$ cat src/rtl/fp_addsub_core.sv
// Multi-cycle single-precision add/sub core: align -> add -> normalize -> round,
// with one-cycle bypass for invalid and infinity operands.
module fp_addsub_core #(
  parameter int unsigned WIDTH     = 32,
  parameter int unsigned EXP_BITS  = 8,
  parameter int unsigned MANT_BITS = 23
) (
  input  logic             clk,
  input  logic             rst,
  input  logic             in_valid,
  output logic             in_ready,
  input  logic [WIDTH-1:0] in_a,
  input  logic [WIDTH-1:0] in_b,
  input  logic             operation_select,
  input  logic             invalid_operation,
  input  logic             perform_operation,
  output logic             out_valid,
  input  logic             out_ready,
  output logic [WIDTH-1:0] result,
  output logic             overflow,
  output logic             underflow
);

  localparam int unsigned SigW  = MANT_BITS + 1;  // significand with hidden bit
  localparam int unsigned WorkW = SigW + 3;       // plus guard, round, sticky
  localparam int unsigned ExpW  = EXP_BITS + 2;   // headroom for carry and round

  localparam logic [EXP_BITS-1:0] ExpOnes = '1;
  localparam logic [ExpW-1:0]     ExpInf  = {2'b00, ExpOnes};
  localparam logic [ExpW-1:0]     ExpOne  = ExpW'(1);
  localparam logic [ExpW-1:0]     ExpTwo  = ExpW'(2);
  localparam logic [WIDTH-1:0]    QNaN    = {1'b0, ExpOnes, 1'b1, {(MANT_BITS-1){1'b0}}};

  typedef enum logic [2:0] {
    StIdle,
    StAlign,
    StAdd,
    StNorm,
    StRound,
    StDone
  } state_e;

  state_e           state_q, state_d;
  logic [WIDTH-1:0] a_q, a_d;
  logic [WIDTH-1:0] b_q, b_d;
  logic [WorkW-1:0] mant_a_q, mant_a_d;
  logic [WorkW-1:0] mant_b_q, mant_b_d;
  logic             sign_a_q, sign_a_d;
  logic             sign_b_q, sign_b_d;
  logic [ExpW-1:0]  exp_q, exp_d;
  logic [WIDTH-1:0] result_q, result_d;
  logic             ovf_q, ovf_d;
  logic             unf_q, unf_d;

  // Align: order operands by magnitude and shift the smaller one right.
  logic [WIDTH-1:0]    big_op, small_op;
  logic [EXP_BITS-1:0] exp_big, exp_small, exp_diff;
  logic [SigW-1:0]     sig_big, sig_small;
  logic [WorkW-1:0]    ext_small, shr_small, lost_mask, align_big;

  always_comb begin
    big_op    = a_q;
    small_op  = b_q;
    if (a_q[WIDTH-2:0] < b_q[WIDTH-2:0]) begin
      big_op   = b_q;
      small_op = a_q;
    end
    exp_big   = big_op[WIDTH-2 -: EXP_BITS];
    exp_small = small_op[WIDTH-2 -: EXP_BITS];
    // Zero exponent covers both zero and denormal: both enter as signed zero.
    sig_big   = (exp_big != '0) ? {1'b1, big_op[MANT_BITS-1:0]} : '0;
    sig_small = (exp_small != '0) ? {1'b1, small_op[MANT_BITS-1:0]} : '0;
    align_big = {sig_big, 3'b000};
    ext_small = {sig_small, 3'b000};
    exp_diff  = exp_big - exp_small;
    lost_mask = '0;
    if (32'(exp_diff) >= WorkW) begin
      shr_small = {{(WorkW-1){1'b0}}, |ext_small};
    end else begin
      lost_mask    = ~({WorkW{1'b1}} << exp_diff);
      shr_small    = ext_small >> exp_diff;
      shr_small[0] = shr_small[0] | (|(ext_small & lost_mask));
    end
  end

  // Add: |A| >= |B| so the difference never goes negative.
  logic [WorkW:0]   sum;
  logic [WorkW-1:0] sum_carry, sum_shl, norm_shl;

  always_comb begin
    if (sign_a_q == sign_b_q) begin
      sum = {1'b0, mant_a_q} + {1'b0, mant_b_q};
    end else begin
      sum = {1'b0, mant_a_q} - {1'b0, mant_b_q};
    end
    sum_carry = {sum[WorkW:2], sum[1] | sum[0]};
    sum_shl   = {sum[WorkW-2:0], 1'b0};
    norm_shl  = {mant_a_q[WorkW-2:0], 1'b0};
  end

  // Round to nearest even on G/R/S; a significand carry bumps the exponent.
  logic                 rnd_up;
  logic [SigW:0]        sig_rnd;
  logic [ExpW-1:0]      exp_rnd;
  logic [MANT_BITS-1:0] frac_rnd;

  always_comb begin
    rnd_up   = mant_a_q[2] & (mant_a_q[1] | mant_a_q[0] | mant_a_q[3]);
    sig_rnd  = {1'b0, mant_a_q[WorkW-1:3]} + {{SigW{1'b0}}, rnd_up};
    exp_rnd  = exp_q + {{(ExpW-1){1'b0}}, sig_rnd[SigW]};
    frac_rnd = sig_rnd[SigW] ? '0 : sig_rnd[MANT_BITS-1:0];
  end

  logic a_in_inf, b_in_inf, sign_b_in;

  always_comb begin
    a_in_inf  = in_a[WIDTH-2 -: EXP_BITS] == ExpOnes;
    b_in_inf  = in_b[WIDTH-2 -: EXP_BITS] == ExpOnes;
    sign_b_in = in_b[WIDTH-1] ^ ~operation_select;
  end

  always_comb begin
    state_d  = state_q;
    a_d      = a_q;
    b_d      = b_q;
    mant_a_d = mant_a_q;
    mant_b_d = mant_b_q;
    sign_a_d = sign_a_q;
    sign_b_d = sign_b_q;
    exp_d    = exp_q;
    result_d = result_q;
    ovf_d    = ovf_q;
    unf_d    = unf_q;
    unique case (state_q)
      StIdle: begin
        if (in_valid) begin
          a_d     = in_a;
          b_d     = {sign_b_in, in_b[WIDTH-2:0]};
          ovf_d   = 1'b0;
          unf_d   = 1'b0;
          state_d = StDone;
          if (invalid_operation) begin
            result_d = QNaN;
          end else if (a_in_inf) begin
            result_d = {in_a[WIDTH-1], ExpOnes, {MANT_BITS{1'b0}}};
          end else if (b_in_inf) begin
            result_d = {sign_b_in, ExpOnes, {MANT_BITS{1'b0}}};
          end else begin
            state_d = StAlign;
          end
        end
      end
      StAlign: begin
        mant_a_d = align_big;
        mant_b_d = shr_small;
        exp_d    = {2'b00, exp_big};
        sign_a_d = big_op[WIDTH-1];
        sign_b_d = small_op[WIDTH-1];
        state_d  = StAdd;
      end
      StAdd: begin
        if (sum == '0) begin
          result_d = {sign_a_q & sign_b_q, {(WIDTH-1){1'b0}}};
          state_d  = StDone;
        end else if (sum[WorkW]) begin
          mant_a_d = sum_carry;
          exp_d    = exp_q + ExpOne;
          state_d  = StRound;
        end else if (sum[WorkW-1]) begin
          mant_a_d = sum[WorkW-1:0];
          state_d  = StRound;
        end else if (exp_q == ExpOne) begin
          result_d = {sign_a_q, {(WIDTH-1){1'b0}}};
          unf_d    = 1'b1;
          state_d  = StDone;
        end else begin
          // First left shift is folded in here; NORM handles the rest.
          mant_a_d = sum_shl;
          exp_d    = exp_q - ExpOne;
          if (sum_shl[WorkW-1]) begin
            state_d = StRound;
          end else if (exp_q == ExpTwo) begin
            result_d = {sign_a_q, {(WIDTH-1){1'b0}}};
            unf_d    = 1'b1;
            state_d  = StDone;
          end else begin
            state_d = StNorm;
          end
        end
      end
      StNorm: begin
        mant_a_d = norm_shl;
        exp_d    = exp_q - ExpOne;
        if (norm_shl[WorkW-1]) begin
          state_d = StRound;
        end else if (exp_q == ExpTwo) begin
          result_d = {sign_a_q, {(WIDTH-1){1'b0}}};
          unf_d    = 1'b1;
          state_d  = StDone;
        end
      end
      StRound: begin
        if (exp_rnd >= ExpInf) begin
          result_d = {sign_a_q, ExpOnes, {MANT_BITS{1'b0}}};
          ovf_d    = 1'b1;
        end else begin
          result_d = {sign_a_q, exp_rnd[EXP_BITS-1:0], frac_rnd};
        end
        state_d = StDone;
      end
      StDone: begin
        if (out_ready) begin
          state_d = StIdle;
        end
      end
      default: state_d = StIdle;
    endcase
  end

  always_ff @(posedge clk) begin
    if (rst) begin
      state_q  <= StIdle;
      a_q      <= '0;
      b_q      <= '0;
      mant_a_q <= '0;
      mant_b_q <= '0;
      sign_a_q <= 1'b0;
      sign_b_q <= 1'b0;
      exp_q    <= '0;
      result_q <= '0;
      ovf_q    <= 1'b0;
      unf_q    <= 1'b0;
    end else begin
      state_q  <= state_d;
      a_q      <= a_d;
      b_q      <= b_d;
      mant_a_q <= mant_a_d;
      mant_b_q <= mant_b_d;
      sign_a_q <= sign_a_d;
      sign_b_q <= sign_b_d;
      exp_q    <= exp_d;
      result_q <= result_d;
      ovf_q    <= ovf_d;
      unf_q    <= unf_d;
    end
  end

  // Denormals are already caught by the zero-exponent test; the hidden bit
  // of the rounded significand is implied by the exponent.
  logic unused_bits;
  assign unused_bits = ^{perform_operation, sig_rnd[MANT_BITS]};

  assign in_ready  = (state_q == StIdle) && !rst;
  assign out_valid = (state_q == StDone);
  assign result    = result_q;
  assign overflow  = ovf_q;
  assign underflow = unf_q;

endmodule

$ cat config.mk
export PLATFORM = sky130hd
export DESIGN_NAME = fp_addsub_core
export DESIGN_NICKNAME = d
export VERILOG_FILES = /design/src/rtl/fp_addsub_core.sv
export SDC_FILE = /design/constraint.sdc
export NUM_CORES = 1
export LEC_CHECK = 0
export CAP_MARGIN = 20
export CORE_AREA = 2 2 195 197
export DETAILED_ROUTE_END_ITERATION = 10
export DIE_AREA = 0 0 197 199
export PLACE_DENSITY_LB_ADDON = 0.3
export SYNTH_ARGS = -nofsm -noshare
export SYNTH_HDL_FRONTEND = slang
export SYNTH_SLANG_ARGS = --single-unit
export TNS_END_PERCENT = 1
$ cat constraint.sdc
create_clock -name clk -period 9.7 [get_ports clk]
set_clock_uncertainty 0.05 [all_clocks]
set_input_delay 2.91 -clock clk [delete_from_list [all_inputs] [get_ports clk]]
set_output_delay 2.91 -clock clk [all_outputs]
set_load 0.005 [all_outputs]
Word level (Yosys, flattened, before mapping)
Index checks and enable logic that the tools add are counted.
- register bits: 167
- output and inout bits: 36
- logic and storage cells: 133
- add/subtract/negate cells: 7
- order comparisons: 3
- equality and inequality tests: 26
- shifts and indexed selects: 2
- mux-type cells: 55
- bitwise logic cells: 10
- reduce and logical (&&, ||, !) cells: 19
- operator list (operator ; count):
    $mux 32 ; 13
    $mux 27 ; 5
    $pmux 32 s4 ; 1
    $pmux 27 s3 ; 1
    $mux 24 ; 2
    $mux 10 ; 4
    $mux 3 ; 13
    $lt 31x31->1 ; 1
    $mux 31 ; 1
    $pmux 10 s3 ; 1
    $add 27x27->28 ; 1
    $logic_not 28->1 ; 1
    $mux 28 ; 1
    $sub 27x27->28 ; 1
    $and 27x27->27 ; 1
    $not 27->27 ; 1
    $reduce_or 27->1 ; 1
    $shl 27x8->27 const A ; 1
    $shr 27x8->27 ; 1
    $add 24x1->25 ; 1
    $reduce_or 24->1 ; 1
    $mux 23 ; 1
    $ne 3x3->1 const B ; 6
    $pmux 3 s6 ; 1
    other kinds (34) ; 61

Longest topological paths before layout
Gate-level depths: netlist of the first run.
- depth after elaboration: 9
- depth in mapped cells: 24
- gate-level depth less buffers: 21

Least setup slack after synthesis of the first run
OpenSTA, ideal clock, no wires.
- path kind: input -> output
- from: in rst
- to: out in_ready
- arrival time: 4.038 ns
- required time: 6.740 ns
- path slack: 2.702 ns
- cell stages on the path: 5
- buffers on the path: 4
- cells stage by stage: clkbuf_1 clkbuf_1 clkbuf_1 clkbuf_1 nor4_1
- longest elaborated chain between the ends: 2
- RTL lines (element ; line ; RTL):
    from (decl) ; 9 ; input logic rst,
    $logic_not 1->1 ; 253 ; assign in_ready = (state_q == StIdle) && !rst;
    $logic_and 1x1->1 ; 253 ;
    to (decl) ; 11 ; output logic in_ready,
No other way between the ends.

Worst setup path after layout of the first run
- from: reg sign_a_q
- to: reg mant_a_q[26]
- longest elaborated chain between the ends: 7
- RTL lines (element ; line ; RTL):
    from (decl) ; 48 ; logic sign_a_q, sign_a_d;
    from (signal assigned) ; 239 ; sign_a_q <= sign_a_d;
    $eq 1x1->1 (*) ; 91 ; if (sign_a_q == sign_b_q) begin
    $mux 28 (*) ; 91 ;
    $mux 27 ; 172 ; end else if (exp_q == ExpOne) begin
    $mux 27 ; 169 ; end else if (sum[WorkW-1]) begin
    $mux 27 ; 165 ; end else if (sum[WorkW]) begin
    $mux 27 ; 162 ; if (sum == '0) begin
    $pmux 27 s3 ; 134 ; unique case (state_q)
    to (signal assigned) ; 237 ; mant_a_q <= mant_a_d;
    to (decl) ; 46 ; logic [WorkW-1:0] mant_a_q, mant_a_d;
Mark *: on every way between the ends. The rest lies on a longest branch, timed or not. The select of a mux whose other input is x is not followed.
A chain may end at the register's enable or synchronous reset.

==> results.md, run 1 <==
* Rel. slew slack at 22.9%
* Critical Path Start Type: register
* Post-synthesis xor/xnor area fraction at 4.83%
* IO Pins at 107
* Clk Latency, worst-skew pair at 0.46 ns
* Total power draw at 6.51 mW
* Drt drc at 0
* Die Y at 199 microns
* FILL cells at 3,834
* Post-synthesis cell count at 2,025
* Setup total negative slack at 0 ns
* Mapped Area at 14,700 sq um
* EDFF count, synth at 0
* Total power divided by cell area at 394 nW/um^2
* Placed insts at 2,482
* Crit path required time at 10.05 ns
* Buffer levels on the longest clock path at 2
* Crit path arrival time at 8.03 ns
* Initial antenna violation count at 1
* Largest family of logic cells by synthesized area: compound AO/OA/AOI/OAI gates
* Crit. End Element: register
* Grt total ovfl at 0
* Pre-antenna DRT Iters at 5
* TritonCTS clock tree: done
* Post-Synth Simple-Gate Area at 23.4%
* Fin. Hold Viols at 0
* Setup Viol. Count Final at 0
* Ys Warns at 0
* Vias at 15.7k
* Final Critical Period at 7.68 ns
* Synth Net Count at 2,164
* DR WL/cell at 21.0 microns
* Root Buffer Master: clkbuf_16
* Share of layout cells above drive strength 1 at 6.42%
* Seq/Total Area, Yosys at 22.8%
* Syn_area_per_cell at 7.25 sq um
* Area leader, netlist: dfxtp_1
* Synth top area cells: dfxtp_1 23%, nand2_1 9.5%, a21oi_1 6.7%
* Setup slack after layout at 2.02 ns
* RSZ-0062 raised after global routing: false
* Post-cts sizing count at 0
* Post-synth ARST share at 0%
* Initial core utilization at 39.6%
* Synth cell types at 100
* Mux share of post-synthesis cell area at 6.13%
* H-Tree Depth at 4
* Synth top area share at 22.8%
* Die footprint at 39,200 sq um
* Total CTS buffers at 17
* Number of post-CTS setup repair buffers at 0
* Slew @ Worst Pin at 1.16 ns
* MaxCap Viol Count at 0
* CP Class: reg2reg
* Hpwl dp at 39,500 microns
* Die width at 197 microns
* Tightest Hold Check Type: reg2reg
* Final non-filler cell total at 2,515
* ANT nets after route at 0
* Iter 0 DRT Violations at 1,302
* Final Max Slew Viols at 0
* Final net count at 2,167
* Adder-Cell Fraction of Synth Area at 5.84%
* Pre-CTS setup slack at 2.31 ns
* P_leak at 5.95 nW
* Primary FF master, synth: dfxtp_1
* Core Rows at 71
* Max frequency at 0.130 GHz
* Crit path max fanout at 28
* Gp weighted congestion at 0.946
* Vias/cell at 6.23
* Vias in the first global route at 14.3k
* Buffers added on ports at 105
* GRT Total Usage at 26.7%
* Core Box Area at 37,100 sq um
* Area Growth Syn to Fin at 12.6%
* Fin crit share at 79.2%
* CTS clock-pin slew for the worst setup and hold paths at 0.08 ns
* Min Hold Slack at 0.412 ns
* Post-layout util at 44.6%
* Placed cell areas at 15,900 sq um
* IR drop worst, VDD at 0.220 mV
* Hold buffers post-CTS at 0
* Largest net degree at the start of global routing at 86
* # clock sinks at 167
* Seq cells post-synth at 167
* Status: finished clean
* Design area at 16,500 sq um
* Post-synthesis compound-gate area fraction at 30.7%
* Routed WL at 52,800 microns
* Global-route wire length before repair at 82,200 microns
* Antenna fix cells at 0
cell usage in the layout (no fill, tap or decap), types with 13 or more instances in the layout:
master / count
nand4_1: 26
a21oi_1: 195
inv_1: 88
mux4_2: 20
nand2_1: 369
xor2_1: 26
and2_1: 13
buf_4: 23
clkbuf_16: 17
mux2i_1: 27
o211ai_1: 31
nor3_1: 27
a211oi_1: 48
o31ai_1: 39
a31oi_1: 38
nand3_1: 76
or3_1: 15
a32oi_1: 15
xnor2_1: 55
nor4_1: 19
a311oi_1: 15
o21ai_0: 102
mux2_2: 16
nor2_1: 107
dfxtp_1: 167
o2111ai_1: 15
and3_1: 26
ha_1: 67
a21o_1: 26
nand2b_1: 20
clkdlybuf4s50_1: 104
flip-flops by register name, indices dropped and copies added, names as in the netlist, 3 cells and up:
name and flops:
a_q 32, mant_b_q 27, mant_a_q 27, exp_q 10
b_q 32, state_q 3, result 32
critical path: stages, from the launching register on:
cell	delay [ns]
dfxtp_1	0.37
ha_1	0.79
nand2b_1	0.15
xnor2_1	0.16
ha_1	0.34
nor2b_1	0.15
o21ai_0	0.17
a21oi_1	0.18
o31ai_1	0.48
a21oi_1	0.38
a2111oi_2	0.65
o211ai_1	0.26
nand3_1	0.62
nand2_1	0.64
a31oi_4	0.88
and2_1	1.01
o221a_2	0.32
per-layer routing:
| layer | track usage (%) | vias up | routed length [microns] |
|---|---|---|---|
| li1 | - | 7480 | - |
| met1 | 36.6 | 7499 | 23500 |
| met2 | 43.9 | 611 | 24500 |
| met3 | 3.53 | 87 | 3500 |
| met4 | 7.96 | 0 | 1360 |
| met5 | 0 | - | 0 |
cell families (layout without fill, tap and decap cells):
logic type | Yosys count | count (layout)
adder cells (fa/ha/maj) | 68 | 68
buffers and inverters | 233 | 249
XOR/XNOR | 81 | 81
AND/OR/NAND/NOR | 747 | 747
multiplexers | 63 | 63
AO/OA/AOI/OAI | 666 | 666
flip-flops | 167 | 167
synth_stat cells, drive strengths merged (19+ instances only):
cell type and n:
a211oi 48, a21o 26, a21oi 197, a31oi 40
and3 26, buf 36, clkbuf 108, dfxtp 167
ha 67, inv 88, mux2i 27, mux4 20
nand2 370, nand2b 20, nand3 76, nand4 28
nor2 108, nor3 29, nor4 19, o211ai 31
o21ai 106, o31ai 41, xnor2 55, xor2 26
power by group:
| part | leakage [nW] | total (mW) | internal, mW | switching [mW] |
|---|---|---|---|---|
| Combinational | 4.30 | 4.63 | 1.57 | 3.06 |
| Sequential | 1.36 | 1.15 | 0.847 | 0.303 |
| Clock | 0.292 | 0.734 | 0.394 | 0.340 |
final cells by class:
cell class	count	area [sq um]	share of cell area, %
Timing Repair Buffer	128	1220	7.40
Inverter	89	334	2.02
Sequential cell	167	3340	20.2
Tap cell	474	593	3.58
Multi-Input combinational cell	1625	10500	63.2
Clock inverter	14	160	0.968
Clock buffer	18	439	2.65
final timing paths:
path	start	to	slack [ns]	depth (start not counted)
max	sign_a_q$_SDFFE_PP0P_	mant_a_q[26]$_SDFFE_PP0P_	2.02	16
min	result[13]$_SDFFE_PP0P_	result[13]$_SDFFE_PP0P_	0.41	2
max reg2reg	sign_a_q$_SDFFE_PP0P_	mant_a_q[26]$_SDFFE_PP0P_	2.02	16
min reg2reg	result[13]$_SDFFE_PP0P_	result[13]$_SDFFE_PP0P_	0.41	2
Power figures use the tool's default switching activity.
==> inputs of run 2 (changes only) <==
==> constraint.sdc (replaced) <==
create_clock -name clk -period 7.55 [get_ports clk]
set_clock_uncertainty 0.05 [all_clocks]
set_input_delay 2.265 -clock clk [delete_from_list [all_inputs] [get_ports clk]]
set_output_delay 2.265 -clock clk [all_outputs]
set_load 0.005 [all_outputs]
==> run 2 against run 1 <==
Net effect:
- global-route usage down 0.077 points
- maximum frequency up 17%
- non-clock buffer count up 8
- critical path depth up 2
- sequential power up 28%
- cell count up 0.32%
==> results.md, run 2 (same netlist as run 1, synthesis figures left out) <==
* FILL cells at 3,774 (-1.6%)
* Cell Chain, Critical Path: nor4_1, nand2_1, or3_1, or3_1, nand2b_1, o31ai_1, xnor2_1, ha_1, a21oi_1, o31a_1, o21ai_0, a31oi_1, xnor2_1, or4bb_1, nor4_1, nand4_2, a21oi_4, o32ai_1
* Crit path max fanout at 26 (-7.1%)
* Grt total ovfl at 0 (unchanged)
* Final Critical Period at 6.55 ns (-1.13 ns)
* Total CTS buffers at 17 (unchanged)
* Core Box Area at 37,100 sq um (unchanged)
* Commonest non-fill, non-tap cell in the layout: nand2_1
* Number of post-CTS setup repair buffers at 0 (unchanged)
* Buffer levels on the longest clock path at 2 (unchanged)
* Crit. End Element: register
* Clk Latency, worst-skew pair at 0.46 ns (about the same)
* IR drop worst, VDD at 0.255 mV (+16%)
* Setup total negative slack at 0 ns (unchanged)
* Status: finished clean
* Setup Viol. Count Final at 0 (unchanged)
* Fin. Hold Viols at 0 (unchanged)
* Max frequency at 0.153 GHz (+17%)
* Area Growth Syn to Fin at 12.7% (about the same)
* R2R Path Start: mant_b_q[2]$_SDFFE_PP0P_
* Worst path top cell family by delay: simple AND/OR/NAND/NOR gates
* CP Class: reg2reg
* GRT Total Usage at 26.7% (-0.077 points)
* ANT nets after route at 0 (unchanged)
* Initial antenna violation count at 0 (-1)
* DR WL/cell at 21.0 microns (about the same)
* Worst reg2reg setup slack at 1.0 ns (-1.02 ns)
* Drt drc at 0 (unchanged)
* MaxCap Viol Count at 0 (unchanged)
* Placed cell areas at 16,000 sq um (+0.33%)
* Crit path required time at 7.82 ns (-2.23 ns)
* Final net count at 2,175 (+0.37%)
* Tightest Hold Check Type: reg2reg
* Die width at 197 microns (unchanged)
* Share of layout cells above drive strength 1 at 6.69% (+0.27 points)
* Pre-antenna DRT Iters at 6 (+1)
* Root Buffer Master: clkbuf_16
* Total power divided by cell area at 504 nW/um^2 (+28%)
* RSZ-0062 raised after global routing: false
* Die Y at 199 microns (unchanged)
* # clock sinks at 167 (unchanged)
* Post-cts sizing count at 0 (unchanged)
* Antenna fix cells at 0 (unchanged)
* Hold buffers post-CTS at 0 (unchanged)
* H-Tree Depth at 4 (unchanged)
* Vias at 15.7k (+0.28%)
* Hold Crit Start: result[9]$_SDFFE_PP0P_
* Critical Path Start Type: register
* Slowest cell on crit path: a21oi_4
* Vias in the first global route at 14.3k (-0.084%)
* Core Rows at 71 (unchanged)
* IO Pins at 107 (unchanged)
* Final non-filler cell total at 2,523 (+0.32%)
* Min Hold Slack at 0.412 ns (-0.0000840 ns)
* Crit path arrival time at 6.83 ns (-1.20 ns)
* Global-route wire length before repair at 82,300 microns (about the same)
* Rel. slew slack at 29.6% (+6.7 points)
* Final Max Slew Viols at 0 (unchanged)
* Hpwl dp at 39,900 microns (+0.85%)
* Largest net degree at the start of global routing at 90 (+4.7%)
* Iter 0 DRT Violations at 1,530 (+18%)
* Most frequent cells in the layout: 369 x nand2_1, 195 x a21oi_1, 167 x dfxtp_1, 107 x nor2_1, 104 x clkdlybuf4s50_1
* Die footprint at 39,200 sq um (unchanged)
* Fin crit share at 86.8% (+7.6 points)
* Buf/Inv on CP at 0 (unchanged)
* CTS clock-pin slew for the worst setup and hold paths at 0.08 ns (about the same)
* Gp weighted congestion at 0.929 (-1.8%)
* Design area at 16,600 sq um (about the same)
* TritonCTS clock tree: done
* Initial core utilization at 39.6% (unchanged)
* CP Launch Point: mant_b_q[2]$_SDFFE_PP0P_
* P_leak at 5.98 nW (+0.48%)
* Placed insts at 2,489 (+0.28%)
* CP peak stage delay at 0.71 ns (-0.30 ns)
* Slew @ Worst Pin at 1.06 ns (-0.100 ns)
* Vias/cell at 6.23 (about the same)
* Routed WL at 53,000 microns (+0.26%)
* Buffers added on ports at 105 (unchanged)
## run 2: routing by layer
layer / wire [microns] / global-route usage [%]
met1: 23500 / 36.2
met2: 24500 / 44.0
met3: 3420 / 3.42
met4: 1590 / 8.35
met5: 0 / 0
## run 2: worst reg2reg max path, stage by stage (launching register included)
cell,delay (ns)
dfxtp_1,0.36
nor4_1,0.36
nand2_1,0.17
or3_1,0.41
or3_1,0.40
nand2b_1,0.26
o31ai_1,0.29
xnor2_1,0.25
ha_1,0.41
a21oi_1,0.25
o31a_1,0.15
o21ai_0,0.07
a31oi_1,0.48
xnor2_1,0.29
or4bb_1,0.55
nor4_1,0.48
nand4_2,0.33
a21oi_4,0.71
o32ai_1,0.16
## run 2: through the flow
step                      util, %  setup slack (ns)  total power [mW]
final                        44.6             0.997              8.35
after global routing         44.6             0.602              8.90
after CTS                    44.5              1.05              8.21
after detailed placement     43.1              1.07              7.34
after global placement       43.1              1.08              7.26
after floorplan                 -              1.84              5.66
## run 2: area by class of cell
cell class                 instances  area (sq um)  area share (%)
sequential                       167          3340            20.2
timing repair buffer             136          1290            7.79
multi-input combinational       1625         10500            63.1
clock buffer                      20           457            2.76
inverter                          89           334            2.02
tap                              474           593            3.58
clock inverter                    12          92.6           0.559
## run 2: path summary, 6_finish.rpt
path,end,depth (start not counted)
worst max-delay path,result[24]$_SDFFE_PP0P_,18
worst min-delay path,result[9]$_SDFFE_PP0P_,2
worst max register to register,result[24]$_SDFFE_PP0P_,18
worst min register to register,result[9]$_SDFFE_PP0P_,2
## run 2: where the power goes
group,internal [mW],switching [mW]
logic,2.04,3.97
registers,1.09,0.385
clock network,0.443,0.415
==> inputs of run 3 (changes only) <==
--- a/config.mk
+++ b/config.mk
@@ -7,6 +7,7 @@
 export LEC_CHECK = 0
 export CAP_MARGIN = 20
 export CORE_AREA = 2 2 195 197
+export CTS_BUF_LIST = sky130_fd_sc_hd__clkbuf_8
 export DETAILED_ROUTE_END_ITERATION = 10
 export DIE_AREA = 0 0 197 199
 export PLACE_DENSITY_LB_ADDON = 0.3
==> run 3 against run 2 <==
Net effect:
- combinational power barely moved
- critical endpoint is now result[23]$_SDFFE_PP0P_
- non-clock buffer count did not move
- highest routed layer unchanged
- hold slack improved by 0.0045 ns
- largest power group unchanged
- sequential power barely moved
- clock power fell by 26%
- setup slack got worse by 0.019 ns
- cell count did not move
- cell area fell by 1.2%
- count of clock-buffer cells in the layout fell by 1
==> results.md, run 3 (same netlist as run 1, synthesis figures left out) <==
* Share of layout cells above drive strength 1 at 6.69% (unchanged)
* Final net count at 2,175 (unchanged)
* MaxCap Viol Count at 0 (unchanged)
* Setup Viol. Count Final at 0 (unchanged)
* Hold Crit Start: result[9]$_SDFFE_PP0P_
* NetSw at 4.74 mW (-0.77%)
* Final Max Slew Viols at 0 (unchanged)
* Routed WL at 52,900 microns (-0.21%)
* Crit. End Element: register
* Crit path required time at 7.88 ns (+0.06 ns)
* Worst Reg-to-Reg Cells at 18 (unchanged)
* Antenna fix cells at 0 (unchanged)
* Number of post-CTS setup repair buffers at 0 (unchanged)
* TritonCTS clock tree: done
* P_leak at 5.90 nW (-1.4%)
* Pre-antenna DRT Iters at 6 (unchanged)
* Buffer levels on the longest clock path at 2 (unchanged)
* H-Tree Depth at 4 (unchanged)
* Global-route wire length before repair at 82,300 microns (unchanged)
* RSZ-0062 raised after global routing: false
* CTS clock-pin slew for the worst setup and hold paths at 0.11 ns (+0.03 ns)
* Largest net degree at the start of global routing at 90 (unchanged)
* Total power draw at 8.12 mW (-2.8%)
* # clock sinks at 167 (unchanged)
* Worst path top cell family by delay: simple AND/OR/NAND/NOR gates
* FILL cells at 3,804 (+0.79%)
* Clk Latency, worst-skew pair at 0.52 ns (+0.06 ns)
* Cell Chain, Critical Path: nor4_1, nand2_1, or3_1, or3_1, nand2b_1, o31ai_1, xnor2_1, ha_1, a21oi_1, o31a_1, o21ai_0, a31oi_1, xnor2_1, or4bb_1, nor4_1, nand4_2, a21oi_4, o32ai_1
* ANT nets after route at 0 (unchanged)
* Reg area at 3340 sq um (unchanged)
* Max frequency at 0.152 GHz (-0.29%)
* Core Rows at 71 (unchanged)
* Fin. Hold Viols at 0 (unchanged)
* Root Buffer Master: clkbuf_8
* Vias/cell at 6.20 (-0.47%)
* Initial core utilization at 39.6% (unchanged)
* Critical Path Start Type: register
* Status: finished clean
* Sw frac at 58.4% (+1.2 points)
* Register share of total power at 18.1% (+0.5 points)
* CP Class: reg2reg
* Multi-input logic area at 10,500 sq um (unchanged)
* Iter 0 DRT Violations at 1,496 (-2.2%)
* Hpwl dp at 39,900 microns (unchanged)
* Vias in the first global route at 14.2k (-0.64%)
* Crit path max fanout at 26 (unchanged)
* IO Pins at 107 (unchanged)
* Critical R2R Capture: result[23]$_SDFFE_PP0P_
* Slew @ Worst Pin at 1.07 ns (+0.0120 ns)
* Stages on worst setup path at 18 (unchanged)
* Initial antenna violation count at 0 (unchanged)
* Crit path arrival time at 6.91 ns (+0.08 ns)
* Die Y at 199 microns (unchanged)
* Slowest cell on crit path: a21oi_4
* R2R Path Start: mant_b_q[2]$_SDFFE_PP0P_
* IR drop worst, VDD at 0.244 mV (-4.5%)
* Total power divided by cell area at 496 nW/um^2 (-1.7%)
* Vias at 15.6k (-0.47%)
* CP Launch Point: mant_b_q[2]$_SDFFE_PP0P_
* Crit path to: result[23]$_SDFFE_PP0P_
* Area Growth Syn to Fin at 11.4%
* Core Box Area at 37,100 sq um (unchanged)
* Total CTS buffers at 17 (unchanged)
* Setup total negative slack at 0 ns (unchanged)
* Internal power at 3.38 mW (-5.5%)
* Commonest non-fill, non-tap cell in the layout: nand2_1
* CP peak stage delay at 0.70 ns (about the same)
* Die width at 197 microns (unchanged)
* Worst reg2reg setup slack at 0.98 ns (-0.02 ns)
* Grt total ovfl at 0 (unchanged)
* Die footprint at 39,200 sq um (unchanged)
* DR WL/cell at 20.9 microns (-0.21%)
* Tightest Hold Check Type: reg2reg
* Final Critical Period at 6.57 ns (+0.0194 ns)
* Clk network pwr share at 7.9% (-2.4 points)
* Hold buffers post-CTS at 0 (unchanged)
* Buf/Inv on CP at 0 (unchanged)
* Combinational power share at 74.0% (+1.9 points)
* Gp weighted congestion at 0.929 (unchanged)
* Drt drc at 0 (unchanged)
* Most frequent cells in the layout: 369 x nand2_1, 195 x a21oi_1, 167 x dfxtp_1, 107 x nor2_1, 104 x clkdlybuf4s50_1
* GRT Total Usage at 26.7% (about the same)
* Rel. slew slack at 28.8% (-0.80 points)
* Post-cts sizing count at 0 (unchanged)
* Fin crit share at 87.0% (+0.26 points)
* Buffers added on ports at 105 (unchanged)
## run 3: cell types whose count changed in the layout (fill, tap and decap cells not counted), sizes merged
cell	delta
clkbuf	-1
inv	+1
## run 3: layout make-up
| type | count | area share (%) |
|---|---|---|
| inverters | 89 | 2.04 |
| well taps | 474 | 3.62 |
| flip-flops and latches | 167 | 20.4 |
| multi-input cells | 1625 | 63.8 |
| clock inverters | 13 | 0.589 |
| clock buffers | 19 | 1.60 |
| repair buffers | 136 | 7.88 |
## run 3: worst min-delay path by stage
stage                              endpoint  cells after the start
floorplan              b_q[30]$_SDFFE_PP0P_                      2
global placement     result[6]$_SDFFE_PP0P_                      2
detailed placement   result[9]$_SDFFE_PP0P_                      2
CTS                  result[9]$_SDFFE_PP0P_                      2
global route        result[19]$_SDFFE_PP0P_                      2
finish               result[9]$_SDFFE_PP0P_                      2
## run 3: routing by layer
metal	wire [microns]	GRT usage [%]
met2	24800	44.3
met3	3220	2.97
met1	23600	36.3
met5	0	0
met4	1310	8.08
## run 3: worst min-delay path, cell delays in order (launching register included)
cell and delay [ns]:
dfxtp_1 0.32, inv_1 0.05, o31ai_1 0.06
## run 3: per-stage QoR
step	std cells	area (sq um)	utilization, %	worst slack [ns]	hold WS (ns)
global route	2523	16400	44.1	0.591	0.440
detailed placement	2489	16000	43.1	1.07	0.404
CTS	2521	16300	44.0	1.05	0.421
global placement	2489	16000	43.1	1.08	0.403
finish	2523	16400	44.1	0.978	0.417
floorplan	2025	14700	-	1.84	0.395
## run 3: power groups by stage
stage               logic (mW)  clock network (mW)  registers (mW)
finish                    6.01               0.637            1.47
global route              6.51               0.673            1.50
CTS                       5.88               0.648            1.46
detailed placement        5.85                   0            1.48
global placement          5.79                   0            1.47
floorplan                 4.38                   0            1.29
